**src/rtl/memory_io_pkg.sv**
```systemverilog
// Shared types and constants for the CPU-to-RAM byte-lane bridge.
package memory_io_pkg;

    localparam int DW = 16;

    typedef enum logic [1:0] {
        SZ_IDLE  = 2'b00,
        SZ_UBYTE = 2'b01,
        SZ_SBYTE = 2'b10,
        SZ_WORD  = 2'b11
    } size_e;

    localparam logic LANE_LO = 1'b0;
    localparam logic LANE_HI = 1'b1;

    // Byte enable that addresses a single RAM lane.
    function automatic logic [1:0] lane_be(input logic lane);
        return (lane == LANE_HI) ? 2'b10 : 2'b01;
    endfunction

endpackage

```
**src/rtl/memio_byte_extract.sv**
```systemverilog
// Read-path byte lane: picks one byte of a RAM word and zero- or sign-extends it.
module memio_byte_extract
    import memory_io_pkg::*;
(
    input  logic [DW-1:0] word_i,
    input  logic          lane_i,
    input  logic          sign_ext_i,
    output logic [DW-1:0] data_o
);

    logic [7:0] byte_sel;

    always_comb begin
        byte_sel = (lane_i == LANE_HI) ? word_i[15:8] : word_i[7:0];
        data_o   = {{(DW-8){sign_ext_i & byte_sel[7]}}, byte_sel};
    end

endmodule

```
**src/rtl/memory_io_bridge.sv**
```systemverilog
// Byte-lane steering bridge between the 16-bit CPU port and word-organised RAM.
// Define MEMIO_BIG_ENDIAN_EN to swap the byte lanes (big-endian byte order).
module memory_io_bridge
    import memory_io_pkg::*;
#(
    parameter int AW = 16
) (
    input  logic          clk,
    input  logic          reset,
    input  logic [AW-1:0] CPUaddr,
    input  logic [1:0]    CPUbe,
    input  logic          CPUwe,
    input  logic [DW-1:0] CPUwrite,
    input  logic [DW-1:0] RAMread,
    output logic [AW-2:0] RAMaddr,
    output logic [DW-1:0] RAMwrite,
    output logic [1:0]    RAMbe,
    output logic          RAMwe,
    output logic [DW-1:0] CPUread,
    output logic          misalign_err,
    output logic [AW-1:0] err_addr
);

`ifdef MEMIO_BIG_ENDIAN_EN
    localparam logic LANE_SWAP = 1'b1;
`else
    localparam logic LANE_SWAP = 1'b0;
`endif

    size_e         size;
    logic          misaligned;
    logic          byte_lane;
    logic [DW-1:0] byte_data;

    logic          misalign_err_d, misalign_err_q;
    logic [AW-1:0] err_addr_d, err_addr_q;

    memio_byte_extract u_extract (
        .word_i     (RAMread),
        .lane_i     (byte_lane),
        .sign_ext_i (size == SZ_SBYTE),
        .data_o     (byte_data)
    );

    // NOTE: every output gets a default before the case so no latch is inferred
    // for the access sizes that leave it untouched.
    always_comb begin
        size       = size_e'(CPUbe);
        misaligned = (size == SZ_WORD) && CPUaddr[0];
        byte_lane  = CPUaddr[0] ^ LANE_SWAP;
        RAMaddr    = CPUaddr[AW-1:1];
        RAMwrite   = CPUwrite;
        RAMbe      = 2'b00;
        CPUread    = '0;
        case (size)
            SZ_UBYTE, SZ_SBYTE: begin
                RAMwrite = {2{CPUwrite[7:0]}};
                RAMbe    = lane_be(byte_lane);
                CPUread  = byte_data;
            end
            SZ_WORD: begin
                if (!misaligned) begin
                    RAMbe   = 2'b11;
                    CPUread = RAMread;
                end
            end
            default: ;
        endcase
        RAMwe = CPUwe && (size != SZ_IDLE) && !misaligned;
    end

    // Only the first misaligned access is recorded; later ones leave it intact.
    always_comb begin
        misalign_err_d = misalign_err_q;
        err_addr_d     = err_addr_q;
        if (misaligned && !misalign_err_q) begin
            misalign_err_d = 1'b1;
            err_addr_d     = CPUaddr;
        end
    end

    // NOTE: non-blocking assignments keep every flop updating from pre-edge values.
    always_ff @(posedge clk or negedge reset) begin
        if (!reset) begin
            misalign_err_q <= 1'b0;
            err_addr_q     <= '0;
        end else begin
            misalign_err_q <= misalign_err_d;
            err_addr_q     <= err_addr_d;
        end
    end

    assign misalign_err = misalign_err_q;
    assign err_addr     = err_addr_q;

endmodule

```
**config.mk**
```make
export PLATFORM = sky130hd
export DESIGN_NAME = memory_io_bridge
export DESIGN_NICKNAME = d
export VERILOG_FILES = /design/src/rtl/memory_io_pkg.sv /design/src/rtl/memio_byte_extract.sv /design/src/rtl/memory_io_bridge.sv
export SDC_FILE = /design/constraint.sdc
export NUM_CORES = 1
export LEC_CHECK = 0
export BUFFER_PORTS_ARGS = -buffer_cell sky130_fd_sc_hd__buf_2
export CELL_PAD_IN_SITES_DETAIL_PLACEMENT = 0
export CELL_PAD_IN_SITES_GLOBAL_PLACEMENT = 1
export CORE_AREA = 5 5 99 64
export DETAILED_ROUTE_END_ITERATION = 8
export DIE_AREA = 0 0 104 69
export PLACE_DENSITY = 0.9
export SLEW_MARGIN = 0
export SYNTH_ARGS = -nofsm -noshare
export SYNTH_HDL_FRONTEND = slang
export SYNTH_HIERARCHICAL = 1
export SYNTH_SLANG_ARGS = --single-unit
```
**constraint.sdc**
```tcl
create_clock -name clk -period 3.5 [get_ports clk]
set_input_delay 0.525 -clock clk [delete_from_list [all_inputs] [get_ports clk]]
set_output_delay 0.525 -clock clk [all_outputs]
set_load 0.01 [all_outputs]
```
==> summary.md <==
| Metric | Value |
|---|---|
| Top cells by area, synth | dfrtp_1 29%, mux2_2 16%, buf_4 15%, mux2_4 10%, nand3b_1 8.1% |
| Global route total overflow | 0 |
| Clock transition at path regs | 0.06 ns |
| Rel. slew slack | 0.442 |
| Hold WC Path Type | in -> async |
| Top-area cell type share of the netlist area | 0.287 |
| DIE HEIGHT | 69 um |
| TNS Setup | 0 ns |
| Initial DRC count | 47 |
| Worst EP required | 2.97 ns |
| Port buffer count | 119 |
| Final GP Congestion | 0.712 |
| Initial antenna violation count | 0 |
| RR Endpoint | err_addr[9] |
| Yosys warns | 6 |
| Pin count of the biggest net entering global routing | 30 |
| Placed insts | 299 |
| Path depth of the worst reg2reg path | 2 |
| Cell mode on critical path | buf_2 |
| Final min period | 2.58 ns |
| FF/Latch Area | 425 um^2 |
| Clock skew | 0.00522 ns |
| Final wirelength | 3.81 mm |
| Clock Sinks | 17 |
| Area growth, synth to finish | 29.6% |
| CP max stage delay | 0.83 ns |
| CP startpoint kind | primary input |
| #FFs+latches synth | 17 |
| Row cnt | 21 |
| Worst Path Arrival | 2.05 ns |
| Cell Pwr Density | 358 mW/mm^2 |
| Initial Utilization | 0.276 |
| Slowest-stage cell, CP | ha_1 |
| Clk root buf | clkbuf_8 |
| Leading area contributor after synthesis | dfrtp_1 |
| Via count | 1305 |
| Layout cells sized above 1 | 0.662 |
| Least-Margin Pin Slew | 0.837 ns |
| Nets | 291 |
| R2r startpoint | misalign_err |
| Drt wl/cell | 12.6 um |
| Clock Latency Late Sink | 0.25 ns |
| H-tree levels | 1 |
| Synthesized area | 0.00148 mm^2 |
| CP cell instances | buf_2 -> inv_1 -> ha_1 -> mux2_2 -> buf_2 |
| Die area | 0.00718 mm^2 |
| Avg Vias per Cell | 4.31 |
| CTS tree | built |
| Final core utilization | 0.358 |
| Setup Fix Bufs, Post-CTS | 0 |
| Slew Limit Fails | 0 |
| Ports | 120 |
| Number of max-cap violations | 0 |
| # resized after CTS | 0 |
| Sequential area share after synthesis | 0.287 |
| Clk buf depth | 2 |
| Area of the multi-input gates | 757 um^2 |
| Number of buffers created by CTS | 3 |
| LEAKAGE | 1.06 nW |
| Critical path buffer and inverter count | 3 |
| Fmax | 0.388 GHz |
| Die Width | 104 um |
| RSZ-0062 raised after global routing | false |
| Endpoint type of the worst setup path | primary output |
| Number of global-route vias before repair | 1309 |
| Status | finished clean |
| Drt first pass iters | 4 |
| Crit Path Category | in -> out |
| Final Power | 0.687 mW |
| Mapped Cells | 152 |
| Antenna Nets Post-Route | 0 |
| Peak supply drop | 247 uV |
| Overall Global Routing Usage | 0.0981 |
| R2R Setup Slk | 2.27 ns |
| Cell family with most CP delay | adder cells |
| Remaining DRCs | 0 |
| First-pass GRT wire length | 6.15 mm |
| Number of diodes | 0 |
| Hold buffers post-CTS | 0 |
| Synth Net Count | 208 |
| Final setup viols | 0 |
| CORE AREA | 0.00536 mm^2 |
| Fin cells | 303 |
| Crit share post-route | 0.737 |
| Crit-path max FO | 26 |
| Syn avg cell area | 9.75 um^2 |
| Fillers | 582 |
| Synth cell types | 21 |
| Crit path depth | 5 |
| Hold Violations, Final | 0 |
## worst max path at each step
stage,startpoint,to,slack (ns)
3_3_place_gp,CPUbe[0],RAMwrite[12],0.92
3_5_place_dp,CPUbe[0],RAMwrite[15],0.91
4_1_cts,CPUbe[0],RAMwrite[15],0.92
5_1_grt,CPUbe[0],RAMwrite[12],0.82
2_1_floorplan,CPUbe[0],RAMwrite[13],1.43
6_report,CPUbe[0],RAMwrite[15],0.92
## cells in the mapped netlist (all sizes together)
master / n
a21oi: 16
dfrtp: 17
nor3: 1
nor2: 2
inv: 3
a211oi: 1
buf: 38
nand2: 16
mux2i: 1
mux2: 31
a21o: 1
nand3b: 17
nand2b: 1
clkbuf: 3
ha: 3
and2: 1
## cell usage in the layout, fill, tap and decap left out, drive strengths merged
cell type / count
buf: 119
mux2: 31
dfrtp: 17
nand3b: 17
nand2: 16
a21oi: 16
clkbuf: 4
inv: 3
ha: 3
nor2: 2
nor3: 1
mux2i: 1
a211oi: 1
a21o: 1
nand2b: 1
and2: 1
## report_power, final
part	leakage (nW)	switching, mW	total [mW]	internal (mW)
sequential	0.208	0.0215	0.261	0.239
clock	0.0228	0.0609	0.141	0.0806
combinational	0.830	0.135	0.285	0.150
total	1.06	0.217	0.687	0.470
## routing by layer
layer	track usage	up-vias	routed length [um]
li1	-	649	-
met5	0	-	0
met2	0.172	34	1930
met1	0.121	620	1640
met3	0.0336	2	223
met4	0.0101	0	19
## state kept, by name, indices dropped and copies added (netlist names)
signal,count
err_addr,16
misalign_err,1
## through the flow
| stage | setup slack (ns) | hold WS (ns) | area (um^2) |
|---|---|---|---|
| CTS | 0.917 | 0.198 | 1920 |
| global placement | 0.923 | 0.444 | 1880 |
| floorplan | 1.43 | 0.229 | 1480 |
| global route | 0.818 | 0.224 | 1920 |
| detailed placement | 0.912 | 0.451 | 1880 |
| finish | 0.921 | 0.193 | 1920 |
## cells by family after synthesis
logic type / share of synthesized area
mux: 0.268
buf+inv: 0.202
fa+ha+maj: 0.0253
simple gates: 0.154
compound gates: 0.0642
flops: 0.287
## worst register-to-register path, cell delays in order (launching register included)
cell and delay [ns]:
dfrtp_1 0.39, nand3b_4 0.33, mux2_4 0.40
## area by class of cell
type / instances / share of cell area
multi-input cells: 91 / 0.394
repair buffers: 119 / 0.310
flip-flops and latches: 17 / 0.221
well taps: 69 / 0.0450
clock buffers: 4 / 0.0235
inverters: 3 / 0.00586
(Power assumes the default switching activity.)
